**src/rtl/spi_target.sv**
```systemverilog
// SPI mode-0 target: synchronised host pins, 1-entry TX holding register, RX byte FIFO.
// Define SPI_TARGET_OVF_COUNT_EN to add the saturating rx_overflow_count_o output.
module spi_target #(
  parameter int         RxDepth  = 4,
  parameter logic [7:0] FillByte = 8'hFF
) (
  input  logic       clk_i,
  input  logic       rst_i,
  input  logic       spi_sck_i,
  input  logic       spi_csb_i,
  input  logic       spi_sd_i,
  output logic       spi_sd_o,
  output logic       spi_sd_en_o,
  input  logic [7:0] tx_data_i,
  input  logic       tx_valid_i,
  output logic       tx_ready_o,
  output logic [7:0] rx_data_o,
  output logic       rx_valid_o,
  input  logic       rx_ready_i,
  output logic       busy_o,
  output logic       rx_overflow_o,
  output logic       tx_underrun_o,
  input  logic       clear_i
`ifdef SPI_TARGET_OVF_COUNT_EN
  ,
  output logic [7:0] rx_overflow_count_o
`endif
);

  localparam int          AW       = (RxDepth > 1) ? $clog2(RxDepth) : 1;
  localparam logic [AW:0] FULL_CNT = (AW+1)'(RxDepth);

  typedef enum logic {IDLE = 1'b0, ACTIVE = 1'b1} state_t;
  state_t state, state_next;

  logic [2:0]    sck_s, csb_s;
  logic [1:0]    sd_s;
  logic          sck_rise, sck_fall, csb_fall, csb_rise, sd_sync;
  logic          enter_active, active;
  logic [2:0]    bit_cnt;
  logic [6:0]    rx_shift;
  logic [7:0]    tx_shift, next_tx;
  logic          reload_pend, fill_pend;
  logic          hold_full, hold_wr, hold_load;
  logic [7:0]    hold_data;
  logic          vld_p0, vld_p1;
  logic [7:0]    rx_byte_p0, rx_byte_p1;
  logic [7:0]    mem [RxDepth];
  logic [AW-1:0] wr_ptr, rd_ptr;
  logic [AW:0]   count;
  logic          push, pop, full, accept, drop, unf_set;

  // Stage boundary: host pins -> two-flop synchronisers plus edge-detect flop
  always_ff @(posedge clk_i or posedge rst_i) begin
    if (rst_i) begin
      sck_s <= 3'b000;
      csb_s <= 3'b111;
      sd_s  <= 2'b00;
    end else begin
      sck_s <= {sck_s[1:0], spi_sck_i};
      csb_s <= {csb_s[1:0], spi_csb_i};
      sd_s  <= {sd_s[0], spi_sd_i};
    end
  end

  assign sck_rise = sck_s[1] & ~sck_s[2];
  assign sck_fall = ~sck_s[1] & sck_s[2];
  assign csb_fall = ~csb_s[1] & csb_s[2];
  assign csb_rise = csb_s[1] & ~csb_s[2];
  assign sd_sync  = sd_s[1];

  always_ff @(posedge clk_i or posedge rst_i) begin
    if (rst_i) state <= IDLE;
    else       state <= state_next;
  end

  always_comb begin
    state_next = state;
    case (state)
      IDLE:   if (csb_fall) state_next = ACTIVE;
      ACTIVE: if (csb_rise) state_next = IDLE;
    endcase
  end

  always_comb begin
    busy_o      = (state == ACTIVE);
    spi_sd_en_o = (state == ACTIVE);
    spi_sd_o    = (state == ACTIVE) & tx_shift[7];
  end

  assign enter_active = (state == IDLE) && csb_fall;
  assign active       = (state == ACTIVE);
  assign next_tx      = hold_full ? hold_data : FillByte;

  // Stage boundary: synchronised edges -> shift registers and bit counter.
  // A fill byte loaded after the last byte only counts as an underrun once the host clocks it.
  always_ff @(posedge clk_i or posedge rst_i) begin
    if (rst_i) begin
      bit_cnt     <= 3'd0;
      rx_shift    <= 7'd0;
      tx_shift    <= 8'd0;
      reload_pend <= 1'b0;
      fill_pend   <= 1'b0;
    end else if (enter_active) begin
      bit_cnt     <= 3'd0;
      tx_shift    <= next_tx;
      reload_pend <= 1'b0;
      fill_pend   <= 1'b0;
    end else if (active && sck_rise) begin
      rx_shift  <= {rx_shift[5:0], sd_sync};
      bit_cnt   <= bit_cnt + 3'd1;
      fill_pend <= 1'b0;
      if (bit_cnt == 3'd7) reload_pend <= 1'b1;
    end else if (active && sck_fall) begin
      if (reload_pend) begin
        tx_shift    <= next_tx;
        reload_pend <= 1'b0;
        fill_pend   <= ~hold_full;
      end else begin
        tx_shift <= {tx_shift[6:0], 1'b0};
      end
    end
  end

  assign hold_wr   = tx_valid_i && !hold_full;
  assign hold_load = hold_full && (enter_active || (active && sck_fall && reload_pend));
  assign tx_ready_o = ~hold_full;

  always_ff @(posedge clk_i or posedge rst_i) begin
    if (rst_i)          hold_full <= 1'b0;
    else if (hold_wr)   hold_full <= 1'b1;
    else if (hold_load) hold_full <= 1'b0;
  end

  always_ff @(posedge clk_i) begin
    if (hold_wr) hold_data <= tx_data_i;
  end

  // Stage boundary: completed byte -> p0 -> p1 -> FIFO write
  always_ff @(posedge clk_i or posedge rst_i) begin
    if (rst_i) begin
      vld_p0 <= 1'b0;
      vld_p1 <= 1'b0;
    end else begin
      vld_p0 <= active && sck_rise && (bit_cnt == 3'd7);
      vld_p1 <= vld_p0;
    end
  end

  always_ff @(posedge clk_i) begin
    rx_byte_p0 <= {rx_shift, sd_sync};
    rx_byte_p1 <= rx_byte_p0;
  end

  assign push       = vld_p1;
  assign rx_valid_o = (count != '0);
  assign pop        = rx_valid_o && rx_ready_i;
  assign full       = (count == FULL_CNT);
  assign accept     = push && (!full || pop);
  assign drop       = push && full && !pop;
  assign rx_data_o  = rx_valid_o ? mem[rd_ptr] : 8'h00;

  always_ff @(posedge clk_i or posedge rst_i) begin
    if (rst_i) begin
      wr_ptr <= '0;
      rd_ptr <= '0;
      count  <= '0;
    end else begin
      if (accept) wr_ptr <= wr_ptr + AW'(1);
      if (pop)    rd_ptr <= rd_ptr + AW'(1);
      case ({accept, pop})
        2'b10:   count <= count + (AW+1)'(1);
        2'b01:   count <= count - (AW+1)'(1);
        default: count <= count;
      endcase
    end
  end

  always_ff @(posedge clk_i) begin
    if (accept) mem[wr_ptr] <= rx_byte_p1;
  end

  assign unf_set = (enter_active && !hold_full) || (active && sck_rise && fill_pend);

  always_ff @(posedge clk_i or posedge rst_i) begin
    if (rst_i) begin
      rx_overflow_o <= 1'b0;
      tx_underrun_o <= 1'b0;
    end else begin
      if (drop)         rx_overflow_o <= 1'b1;
      else if (clear_i) rx_overflow_o <= 1'b0;
      if (unf_set)      tx_underrun_o <= 1'b1;
      else if (clear_i) tx_underrun_o <= 1'b0;
    end
  end

`ifdef SPI_TARGET_OVF_COUNT_EN
  always_ff @(posedge clk_i or posedge rst_i) begin
    if (rst_i) begin
      rx_overflow_count_o <= 8'd0;
    end else if (drop) begin
      if (rx_overflow_count_o != 8'hFF) rx_overflow_count_o <= rx_overflow_count_o + 8'd1;
    end else if (clear_i) begin
      rx_overflow_count_o <= 8'd0;
    end
  end
`endif

endmodule

```
**config.mk**
```make
export PLATFORM = sky130hd
export DESIGN_NAME = spi_target
export DESIGN_NICKNAME = d
export VERILOG_FILES = /design/src/rtl/spi_target.sv
export SDC_FILE = /design/constraint.sdc
export NUM_CORES = 1
export LEC_CHECK = 0
export BUFFER_PORTS_ARGS = -buffer_cell sky130_fd_sc_hd__buf_2
export CORE_MARGIN = 2
export CORE_UTILIZATION = 55
export CTS_CLUSTER_DIAMETER = 30
export DETAILED_ROUTE_END_ITERATION = 16
export GPL_TIMING_DRIVEN = 1
export PLACE_DENSITY = 0.82
export RECOVER_POWER = 100
export SKIP_CTS_REPAIR_TIMING = 1
export SLEW_MARGIN = 20
export SYNTH_ARGS = -nofsm -noshare
export SYNTH_HDL_FRONTEND = slang
export SYNTH_SLANG_ARGS = --single-unit
```
**constraint.sdc**
```tcl
create_clock -name clk_i -period 2.7 [get_ports clk_i]
set_input_delay 0.27 -clock clk_i [delete_from_list [all_inputs] [get_ports clk_i]]
set_output_delay 0.27 -clock clk_i [all_outputs]
set_load 0.02 [all_outputs]
```
# After elaboration in Yosys (flattened, before gate mapping)
# Memories as Yosys holds them, arrays and structs flattened.
# Index checks and enable logic that the tools add are counted.
dict set report op_classes {
  addsub 5
  eq_ne 6
  muxes 27
  n_bitwise 12
  reduce_logical 32
}
# operator count
set op_table {}
lappend op_table {{$mux 8} 6}
lappend op_table {{$mux 1} 17}
lappend op_table {{$logic_and 1x1->1} 13}
lappend op_table {{$reduce_bool 2->1} 6}
lappend op_table {{$reduce_bool 3->1} 3}
lappend op_table {{$reduce_and 2->1} 4}
lappend op_table {{$not 1->1} 7}
lappend op_table {{$add 3x1->3 const B} 2}
lappend op_table {{$eq 3x3->1 const B} 2}
lappend op_table {{$mux 3} 2}
lappend op_table {{$pmux 3 s2} 1}
lappend op_table {{$and 1x1->1} 5}
lappend op_table {{$add 2x1->2 const B} 2}
lappend op_table {{$logic_not 1->1} 3}
lappend op_table {{$logic_or 1x1->1} 3}
lappend op_table {{$ne 3x2->1 const B} 1}
lappend op_table {{$sub 3x1->3 const B} 1}
lappend op_table {{$eq 2x1->1 const B} 1}
lappend op_table {{$eq 2x2->1 const B} 1}
lappend op_table {{$ne 2x2->1 const B} 1}
lappend op_table {{$pmux 1 s2} 1}
dict set report totals {
  register_bits 65
  ramBits 32
  in_bits 16
  n_memories 1
}
# memory depth word_bits rd rd_ports_with_merged_regs wr line
set mem_list {}
lappend mem_list {mem 4 8 1 0 1 48} ;# logic [7:0] mem [RxDepth];

# Longest topological paths before layout
# Gate-level depths: netlist of run 1.
dict set report logic_depth {
  ltp_word 8
  depth_mapped 9
  ltp_nobuf 9
}

# Least setup slack after synthesis of run 1
# OpenSTA, ideal clock, no wires.
dict set report synth_path {
  path_type {flip-flop to flip-flop}
  start {reg count[0]}
  end {reg count[2]}
  t_arrival_ns 1.940
  t_required_ns 2.621
  path_slack_ns 0.681
  path_stages_with_launch 10
  n_path_buf 0
  path_cell_list {dfrtp_1 -> nor4b_1 -> nor2b_1 -> inv_1 -> ha_1 -> inv_1 -> fa_1 -> xor2_1 -> nor2_1 -> xor2_1}
}
dict set report synth_via {
  elab_chain_cells 6
  elab_cells_between_ends 12
  classes_between {2 x add/sub; 3 x eq/ne; 1 x mux; 6 x reduce/logical}
}
# item line
set synth_rtl {}
lappend synth_rtl {{from (decl)} 50} ;# logic [AW:0] count;
lappend synth_rtl {{from (signal assigned)} 172} ;# 2'b10: count <= count + (AW+1)'(1);
lappend synth_rtl {{from (signal assigned)} 173} ;# 2'b01: count <= count - (AW+1)'(1);
lappend synth_rtl {{from (signal assigned)} 174} ;# default: count <= count;
lappend synth_rtl {{$eq 3x3->1 or $reduce_bool 3->1 (tied branches)} {158, 156}}
lappend synth_rtl {{$logic_not 1->1 or $logic_and 1x1->1 (tied branches)} {159, 157}}
lappend synth_rtl {{$logic_or 1x1->1} 159} ;# assign accept = push && (!full || pop);
lappend synth_rtl {{$logic_and 1x1->1} 159}
lappend synth_rtl {{$eq 2x1->1 or $eq 2x2->1 (tied branches)} 171} ;# case ({accept, pop})
lappend synth_rtl {{$pmux 3 s2 or $reduce_bool 2->1 (tied branches)} --}
# Several ways; a longest one is shown, not always the timed one.
# A chain may end at the register's enable or synchronous reset.

# Final worst setup path of run 1
dict set report layout_path {
  start {reg rd_ptr[0]}
  end {out rx_data_o[4]}
}
dict set report layout_via {
  elab_chain_cells 2
}
# item line
set layout_rtl {}
lappend layout_rtl {{from (decl)} 49} ;# logic [AW-1:0] wr_ptr, rd_ptr;
lappend layout_rtl {{from (signal assigned)} 170} ;# if (pop) rd_ptr <= rd_ptr + AW'(1);
lappend layout_rtl {{$mem_v2 4x8} --}
lappend layout_rtl {{$mux 8} 161} ;# assign rx_data_o = rx_valid_o ? mem[rd_ptr] : 8'h00;
lappend layout_rtl {{to (decl)} 17} ;# output logic [7:0] rx_data_o,
# Every way passes these cells.

==> run summary, run 1 <==
Largest net degree at the start of global routing - 25
Cts bufs inserted - 9
Routed len/inst - 15.0 um
Setup TNS - 0 ns
Cells taking the most area after synthesis - edfxtp_1 (34%), dfrtp_1 (27%), dfxtp_1 (9.0%), mux4_2 (5.0%), and2_1 (2.6%)
Mux contribution to synthesized area - 5.64%
Clock Skew - 0.0126 ns
Io pins - 31
Min Tclk post-route - 2.27 ns
Clock root buffer master - clkbuf_8
Post-synth EDFFs - 40
Antenna violations before repair - 0
Final #Nets - 296
Fmax - 441 MHz
Area delta synth->final - 10.8%
Rows - 29
Via count - 1,907
Slew @ Worst Pin - 0.891 ns
GP Congestion - 0.810
Max-Cap Viols - 0
Max FO, Critical Path - 10
Worst EP arrival - 2.00 ns
Cell Area, Synth - 3570 um2
Die area - 7150 um2
Reported leakage power - 1.59 nW
Clock buffer depth - 2
Fill cells - 497
Cell with the most instances after synthesis - edfxtp_1
Setup crit end kind - output port
Sink Count - 97
Critical path class - reg2out
Slew HR - 40.6%
Largest area contributor in the netlist - edfxtp_1
# H-tree levels - 3
Worst hold path class - in2reg
Area of the core - 6310 um2
Post-synth top area share - 33.6%
Slowest stage delay, CP - 0.72 ns
Grt ovf - 0
Synth Area in XOR/XNOR - 1.47%
Fin util - 62.7%
Cell count after synthesis - 237
Post-synthesis sequential area ratio - 71.4%
Die height - 84.6 um
RSZ-0062 raised after global routing - no
Detail Route Antenna Nets - 0
Main combinational cell family by area after synthesis - simple AND/OR/NAND/NOR gates
Pins Over Slew Limit - 0
Pwr dens - 893 nW/um2
Critical path startpoint category - flop
Vias per cell - 5.39
Tcrit/Tclk final - 83.9%
Remaining DRCs - 0
Ys Warns - 0
Post-Synth Simple-Gate Area - 8.65%
Vias in the first global route - 1,959
Worst path buffer plus inverter count - 1
Synth top cells by count - edfxtp_1 (40), dfrtp_1 (38), nand2_1 (22), dfxtp_1 (16), and2_1 (15)
Die X - 84.6 um
Ys async rst share - 42.3%
Outcome - completed
DRT iter0 DRCs - 102
Max IR drop VDD - 0.000482 V
Drt pass-1 iters - 4
Synthesized Nets - 261
Avg Inst Size Synth - 15.1 um2
Crit-path cells - mux4_2 -> and2_1 -> clkbuf_1
Slowest cell on the critical path - dfrtp_1
Clk pin slew, worst setup/hold paths - 0.10 ns
CTS tree - done
Compound-Gate Fraction of Synth Area - 6.73%
Final hold violations - 0
Layout cells sized above 1 - 15.2%
Initial core utilization - 56.6%
First-pass GRT wire length - 9000 um
Total GRT Usage - 16.6%
Yosys cell types - 41
Delay-heaviest family, CP - flip-flops
Req. time, crit path - 2.43 ns
Dpl hpwl - 3550 um
#FFs+latches synth - 97
Top FF cell, synth - edfxtp_1
PortBufs - 30
Adder-cell share of the synthesized area - 3.29%
Worst-Skew Late Latency - 0.36 ns
Ant diodes - 0
Final setup vio count - 0
Post-Route WL - 5320 um
## area by class of cell
type / count / area [um2] / area share, %
Sequential cell: 97 / 2550 / 64.5
Multi-Input combinational cell: 118 / 918 / 23.2
Clock buffer: 9 / 124 / 3.13
Tap cell: 77 / 96.3 / 2.44
Timing Repair Buffer: 34 / 160 / 4.05
Inverter: 12 / 45.0 / 1.14
Clock inverter: 7 / 61.3 / 1.55
## power breakdown
part	total [W]	switching [W]	internal [W]	leakage (nW)
Combinational	0.000686	0.000369	0.000318	0.495
Clock	0.000882	0.000528	0.000354	0.0940
Sequential	0.00197	0.000190	0.00178	1.00
Total	0.00353	0.00109	0.00245	1.59
## cell families (layout without fill, tap and decap cells)
logic type / after synthesis / after routing
DFF: 97 / 97
adders and majority gates: 9 / 9
muxes: 10 / 10
AOI/OAI and AO/OA: 33 / 33
and+or+nand+nor: 60 / 60
buffers and inverters: 22 / 62
xor gates and xnor gates: 6 / 6
## registers in the layout (all words and copies together) (netlist names), 3 cells and up
signal	cells
bit_cnt	3
rx_byte_p1	8
rx_shift	7
hold_data	8
csb_s	3
sck_s	3
tx_shift	8
rx_byte_p0	8
count	3
mem	32
## through the flow
stage | cells | total power, W | hold WS (ns) | area, um2 | setup WS (ns)
floorplan | 237 | 0.00251 | 0.274 | 3570 | 0.681
global placement | 336 | 0.00267 | 0.310 | 3780 | 0.582
detailed placement | 336 | 0.00272 | 0.315 | 3780 | 0.444
CTS | 352 | 0.00359 | -0.0118 | 3960 | 0.388
global route | 354 | 0.00371 | 0.0110 | 3960 | 0.195
finish | 354 | 0.00353 | 0.0206 | 3960 | 0.433
## placed cells by master, fill, tap and decap left out, drive strengths merged, types with 8 or more instances in the layout
| master | count |
|---|---|
| a22o | 9 |
| and2 | 16 |
| buf | 16 |
| clkbuf | 25 |
| dfrtp | 38 |
| dfxtp | 16 |
| edfxtp | 40 |
| inv | 14 |
| mux4 | 8 |
| nand2 | 22 |
| nor2 | 9 |
| o21ai | 11 |
## worst reg2reg max path, cell delays in order, from the launching register on
cell	delay (ns)
dfrtp_1	0.43
nor4b_1	0.44
nor2b_1	0.20
inv_1	0.09
ha_1	0.18
inv_1	0.07
fa_1	0.37
xor2_1	0.15
nor2_1	0.11
xor2_1	0.15
## per-layer routing
layer	global-route usage (%)	vias to the layer above	routed length, um	share of wire, %
li1	-	906	-	-
met1	19.9	931	2290	43
met2	28.3	59	2680	50
met3	3.93	11	226	4.2
met4	7.79	0	126	2.4
met5	0	-	0	0
## worst paths after layout
path	startpoint	to	slack, ns	cells past startpoint
max in group asynchronous	rst_i	rx_shift[5]	1.66	3
min in group asynchronous	rst_i	rd_ptr[0]	0.08	2
worst min register to register	rx_byte_p0[6]	rx_byte_p1[6]	0.32	0
worst max register to register	count[0]	count[2]	0.43	9
worst min-delay path	spi_sd_i	sd_s[0]	0.02	1
worst max-delay path	rd_ptr[0]	rx_data_o[4]	0.43	3
(Power assumes the default switching activity.)
==> run 2: changes to the inputs <==
--- a/config.mk
+++ b/config.mk
@@ -7,7 +7,7 @@
 export LEC_CHECK = 0
 export BUFFER_PORTS_ARGS = -buffer_cell sky130_fd_sc_hd__buf_2
 export CORE_MARGIN = 2
-export CORE_UTILIZATION = 55
+export CORE_UTILIZATION = 52
 export CTS_CLUSTER_DIAMETER = 30
 export DETAILED_ROUTE_END_ITERATION = 16
 export GPL_TIMING_DRIVEN = 1
==> constraint.sdc (replaced) <==
create_clock -name clk_i -period 1.9 [get_ports clk_i]
set_input_delay 0.19 -clock clk_i [delete_from_list [all_inputs] [get_ports clk_i]]
set_output_delay 0.19 -clock clk_i [all_outputs]
set_load 0.02 [all_outputs]
==> run summary, run 2 (same netlist as run 1, synthesis figures left out) <==
Max IR drop VDD - 0.000545 V (was 0.000482 V)
Max-Cap Viols - 0 (unchanged)
Most frequent cells in the layout - edfxtp_1 (40), dfrtp_1 (37), nand2_1 (22), buf_2 (20), dfxtp_1 (16) (was edfxtp_1 (40), dfrtp_1 (38), nand2_1 (22))
Grt ovf - 0 (unchanged)
Dpl hpwl - 3530 um (was 3550 um)
Antenna violations before repair - 0 (unchanged)
DRT iter0 DRCs - 118 (was 102)
Worst-Skew Late Latency - 0.35 ns (was 0.36 ns)
Critical path class - reg2reg (was reg2out)
Most used cell, CP - xor2_1
Rows - 30 (was 29)
Pins Over Slew Limit - 0 (unchanged)
Final hold violations - 0 (unchanged)
Initial core utilization - 53.1% (was 56.6%)
Largest register FFs - 32 (unchanged)
Critical path startpoint category - flop (unchanged)
Layout cells sized above 1 - 28.3% (was 15.2%)
Slew HR - 34.3% (was 40.6%)
Cts bufs inserted - 9 (unchanged)
Post-DP Area - 3860 um2 (was 3780 um2)
Commonest non-fill, non-tap cell in the layout - edfxtp_1 (unchanged)
GP Congestion - 0.742 (was 0.810)
Ant diodes - 0 (unchanged)
Hold slack - 0.0187 ns (was 0.0206 ns)
# H-tree levels - 3 (unchanged)
Final #Nets - 319 (was 296)
CTS tree - done (unchanged)
Vias in the first global route - 1,899 (was 1,959)
Sink Count - 97 (unchanged)
Area of the core - 6720 um2 (was 6310 um2)
Die X - 86.9 um (was 84.6 um)
RSZ-0062 raised after global routing - yes (was no)
Crit-path cells - nor4b_4 -> nor2b_2 -> inv_1 -> ha_2 -> inv_2 -> fa_2 -> xor2_1 -> nor2_1 -> xor2_1 (was mux4_2 -> and2_1 -> clkbuf_1)
Largest net degree at the start of global routing - 42 (was 25)
Tcrit/Tclk final - 104%
Drt pass-1 iters - 4 (unchanged)
Max FO, Critical Path - 3 (was 10)
Pwr dens - 1280 nW/um2 (was 893 nW/um2)
Total GRT Usage - 15.9% (was 16.6%)
Cell area after layout - 4280 um2 (was 3960 um2)
Clk pin slew, worst setup/hold paths - 0.09 ns (was 0.10 ns)
Worst EP arrival - 2.25 ns (was 2.00 ns)
Clock buffer depth - 2 (unchanged)
Req. time, crit path - 2.18 ns (was 2.43 ns)
Io pins - 31 (unchanged)
Setup TNS - -0.0743 ns (was 0 ns)
Clock Skew - 0.00755 ns (was 0.0126 ns)
Worst hold path class - in2reg (unchanged)
PortBufs - 30 (unchanged)
Clock root buffer master - clkbuf_8 (unchanged)
Reported leakage power - 1.78 nW (was 1.59 nW)
Routed len/inst - 14.8 um (was 15.0 um)
Outcome - finished with violations (was completed)
Fmax - 507 MHz
Detail Route Antenna Nets - 0 (unchanged)
Reg with most FFs - mem (unchanged)
Slowest cell on the critical path - dfrtp_1 (unchanged)
Failing checks - setup timing
Final WS setup - -0.0743 ns (was 0.433 ns)
Slew @ Worst Pin - 0.985 ns (was 0.891 ns)
Min Tclk post-route - 1.97 ns
Setup crit end kind - flop (was output port)
Die height - 86.9 um (was 84.6 um)
Remaining DRCs - 0 (unchanged)
First-pass GRT wire length - 8910 um (was 9000 um)
Die area - 7550 um2 (was 7150 um2)
Slowest stage delay, CP - 0.43 ns (was 0.72 ns)
Area delta synth->final - 19.9% (was 10.8%)
Post-Route WL - 5630 um (was 5320 um)
Final setup vio count - 1 (was 0)
Tot Pwr - 0.00546 W (was 0.00353 W)
Vias per cell - 5.16 (was 5.39)
Via count - 1,961 (was 1,907)
## run 2: cell types whose count changed in the layout (fill, tap and decap cells not counted), moves of 4 or more
cell and delta:
and2_4 +10, buf_4 +12, and2_0 -8, buf_2 +4, buf_6 +8, clkbuf_1 -11, dlygate4sd3_1 +9
## run 2: worst paths after layout
check / start / endpoint / slack, ns / cells after the start
worst max-delay path: count[1] / count[2] / -0.07 / 9
worst min-delay path: tx_data_i[1] / hold_data[1] / 0.02 / 1
worst max register to register: count[1] / count[2] / -0.07 / 9
worst min register to register: rx_byte_p0[0] / rx_byte_p1[0] / 0.32 / 0
max in group asynchronous: rst_i / rd_ptr[0] / 0.55 / 4
min in group asynchronous: rst_i / tx_shift[4] / 0.69 / 4
## run 2: routing by layer
metal  share of wire, %  GRT usage [%]
met1                 45           19.6
met3                3.1           3.70
met5                  0              0
met2                 51           26.2
met4                1.3           8.52
## run 2: power breakdown
group / total [W] / internal, W / switching [W]
Combinational: 0.00156 / 0.000897 / 0.000658
Clock: 0.00113 / 0.000474 / 0.000659
Sequential: 0.00277 / 0.00253 / 0.000243
Total: 0.00546 / 0.00390 / 0.00156
## run 2: final cells by class
| class | instances | area (um2) |
|---|---|---|
| Clock buffer | 11 | 131 |
| Clock inverter | 5 | 33.8 |
| Multi-Input combinational cell | 118 | 971 |
| Fill cell | 464 | 2440 |
| Inverter | 12 | 45.0 |
| Timing Repair Buffer | 57 | 447 |
| Tap cell | 80 | 100 |
| Sequential cell | 97 | 2550 |
## run 2: metrics by stage
step	utilization, %	instances	worst slack (ns)
2_1_floorplan	-	237	0.0127
3_3_place_gp	57.4	348	0.0201
3_5_place_dp	57.4	348	-0.0780
4_1_cts	59.9	364	-0.114
5_1_grt	63.7	380	-0.147
6_report	63.7	380	-0.0743
## run 2: critical path: cells and delay by family (launching register included)
family / cells / cell delay [ns]
xor gates and xnor gates: 2 / 0.29
DFF: 1 / 0.43
adders and majority gates: 2 / 0.51
and+or+nand+nor: 3 / 0.56
buffers and inverters: 2 / 0.11
==> run 3: changes to the inputs <==
--- a/config.mk
+++ b/config.mk
@@ -7,7 +7,7 @@
 export LEC_CHECK = 0
 export BUFFER_PORTS_ARGS = -buffer_cell sky130_fd_sc_hd__buf_2
 export CORE_MARGIN = 2
-export CORE_UTILIZATION = 52
+export CORE_UTILIZATION = 55
 export CTS_CLUSTER_DIAMETER = 30
 export DETAILED_ROUTE_END_ITERATION = 16
 export GPL_TIMING_DRIVEN = 1
==> constraint.sdc (replaced) <==
create_clock -name clk_i -period 2.41 [get_ports clk_i]
set_input_delay 0.241 -clock clk_i [delete_from_list [all_inputs] [get_ports clk_i]]
set_output_delay 0.241 -clock clk_i [all_outputs]
set_load 0.02 [all_outputs]
==> run summary, run 3 (same netlist as run 1, synthesis figures left out) <==
Post-placement cell count - 337 (was 348)
Reg with most FFs - mem (unchanged)
PortBufs - 30 (unchanged)
GP Congestion - 0.755 (was 0.742)
Max IR drop VDD - 0.000523 V (was 0.000545 V)
Clk pin slew, worst setup/hold paths - 0.10 ns (was 0.09 ns)
CTS tree - done (unchanged)
Clock Skew - 0.0101 ns (was 0.00755 ns)
Reg power frac - 54.3% (was 50.7%)
Pwr dens - 1020 nW/um2 (was 1280 nW/um2)
Clock root buffer master - clkbuf_8 (unchanged)
Most frequent cells in the layout - edfxtp_1 (40), dfrtp_1 (38), nand2_1 (22), dfxtp_1 (16), buf_2 (15) (was edfxtp_1 (40), dfrtp_1 (37), nand2_1 (22), buf_2 (20), dfxtp_1 (16))
Cts bufs inserted - 9 (unchanged)
RSZ-0062 raised after global routing - no (was yes)
Crit-path cells - mux4_2 -> and2_1 -> clkbuf_2 (was nor4b_4 -> nor2b_2 -> inv_1 -> ha_2 -> inv_2 -> fa_2 -> xor2_1 -> nor2_1 -> xor2_1)
Vias per cell - 5.27 (was 5.16)
Routed len/inst - 14.6 um (was 14.8 um)
Setup crit start - rd_ptr[0] (was count[1])
Detail Route Antenna Nets - 0 (unchanged)
Final cell count without fillers - 356 (was 380)
Min Tclk post-route - 2.23 ns
Io pins - 31 (unchanged)
Drt pass-1 iters - 4 (unchanged)
Final hold violations - 0 (unchanged)
Critical path class - reg2out (was reg2reg)
GRT busiest layer - met2 (unchanged)
Area delta synth->final - 12.5% (was 19.9%)
Worst EP arrival - 1.99 ns (was 2.25 ns)
Sink Count - 97 (unchanged)
R2r worst-path depth - 9 (unchanged)
Die X - 84.6 um (was 86.9 um)
Clk pwr share - 26.2% (was 20.8%)
Reg2Reg Capture Point - count[2] (unchanged)
Max-Cap Viols - 0 (unchanged)
Worst hold path class - in2async (was in2reg)
Die area - 7150 um2 (was 7550 um2)
M2 GR Usage - 26.8% (was 26.2%)
Final setup vio count - 0 (was 1)
Worst r2r src - count[0] (was count[1])
Fmax - 449 MHz
Initial core utilization - 56.6% (was 53.1%)
Logic pwr share - 19.5% (was 28.5%)
Layout cells sized above 1 - 18.3% (was 28.3%)
Slew HR - 42.0% (was 34.3%)
Net Sw Frac - 29.7% (was 28.6%)
Tcrit/Tclk final - 92.4%
Slew @ Worst Pin - 0.869 ns (was 0.985 ns)
Dpl hpwl - 3500 um (was 3530 um)
Largest register FFs - 32 (unchanged)
Area of the core - 6310 um2 (was 6720 um2)
Total GRT Usage - 16.2% (was 15.9%)
Setup crit end kind - output port (was flop)
Outcome - completed (was finished with violations)
Vias in the first global route - 1,875 (was 1,899)
Met3 GRT Util - 4.13% (was 3.70%)
Final #Nets - 298 (was 319)
Req. time, crit path - 2.17 ns (was 2.18 ns)
Grt ovf - 0 (unchanged)
Ant diodes - 0 (unchanged)
DRT iter0 DRCs - 63 (was 118)
Slowest cell on the critical path - dfrtp_1 (unchanged)
Critical path startpoint category - flop (unchanged)
Post-Route WL - 5210 um (was 5630 um)
Commonest non-fill, non-tap cell in the layout - edfxtp_1 (unchanged)
Reported leakage power - 1.64 nW (was 1.78 nW)
Rows - 29 (was 30)
First-pass GRT wire length - 8810 um (was 8910 um)
Fin util - 63.7% (about the same)
Hold slack - 0.0481 ns (was 0.0187 ns)
Critical path depth - 3 (was 9)
Slowest stage delay, CP - 0.73 ns (was 0.43 ns)
Max FO, Critical Path - 10 (was 3)
Worst path buffer plus inverter count - 1 (was 2)
Remaining DRCs - 0 (unchanged)
Antenna violations before repair - 0 (unchanged)
Worst-Skew Late Latency - 0.36 ns (was 0.35 ns)
Via count - 1,875 (was 1,961)
Clock buffer depth - 2 (unchanged)
Power Internal - 0.00287 W (was 0.00390 W)
Fill cells - 474 (was 464)
Met1 global-route usage - 20.6% (was 19.6%)
Worst Setup EP - rx_data_o[4] (was count[2])
Die height - 84.6 um (was 86.9 um)
# H-tree levels - 3 (unchanged)
Reg2Reg Setup Slack - 0.19 ns (was -0.07 ns)
Largest net degree at the start of global routing - 25 (was 42)
Pins Over Slew Limit - 0 (unchanged)
Switching power - 0.00121 W (was 0.00156 W)
Delay-heaviest family, CP - flip-flops (was simple AND/OR/NAND/NOR gates)
[run 3: cell count changes in the layout (fill, tap and decap cells not counted), sizes merged]
cell and change:
buf -26, clkbuf +11, dlygate4sd3 -8, inv +3
bufinv +1, clkinv -1, clkinvlp -1
[run 3: area by class of cell]
type                            count  area (um2)  share of cell area, %
Clock buffer                        9         124                   3.08
Clock inverter                      7        83.8                   2.09
Inverter                           12        45.0                   1.12
Multi-Input combinational cell    118         936                   23.3
Sequential cell                    97        2550                   63.5
Tap cell                           77        96.3                   2.40
Timing Repair Buffer               36         183                   4.55
[run 3: worst min path at each step]
stage                    end           from  depth (start not counted)  slack [ns]
6_report           rd_ptr[0]          rst_i                          2        0.05
4_1_cts             csb_s[0]      spi_csb_i                          1       -0.05
3_5_place_dp   rx_byte_p1[0]  rx_byte_p0[0]                          0        0.31
2_1_floorplan       csb_s[0]      spi_csb_i                          0        0.25
5_1_grt         hold_data[7]   tx_data_i[7]                          1        0.03
3_3_place_gp   rx_byte_p1[0]  rx_byte_p0[0]                          0        0.31
[run 3: power groups by stage]
stage	Combinational, W	Clock (W)	Sequential [W]
floorplan	0.000682	0	0.00212
global placement	0.000784	0	0.00223
detailed placement	0.000811	0	0.00224
CTS	0.000812	0.00110	0.00221
global route	0.000881	0.00116	0.00226
finish	0.000799	0.00107	0.00222
[run 3: per-layer routing]
layer / vias up / share of wire, %
met2: 43 / 51
met3: 9 / 3.7
met4: 0 / 1.5
met5: - / 0
li1: 909 / -
met1: 914 / 44
[run 3: stage by stage]
step	setup WS [ns]	setup TNS (ns)	total power (W)	cell area, um2
2_1_floorplan	0.391	0	0.00281	3570
3_3_place_gp	0.296	0	0.00301	3790
3_5_place_dp	0.0617	0	0.00306	3790
4_1_cts	-0.0698	-0.0698	0.00413	3990
5_1_grt	0.0146	0	0.00430	4020
6_report	0.184	0	0.00409	4020
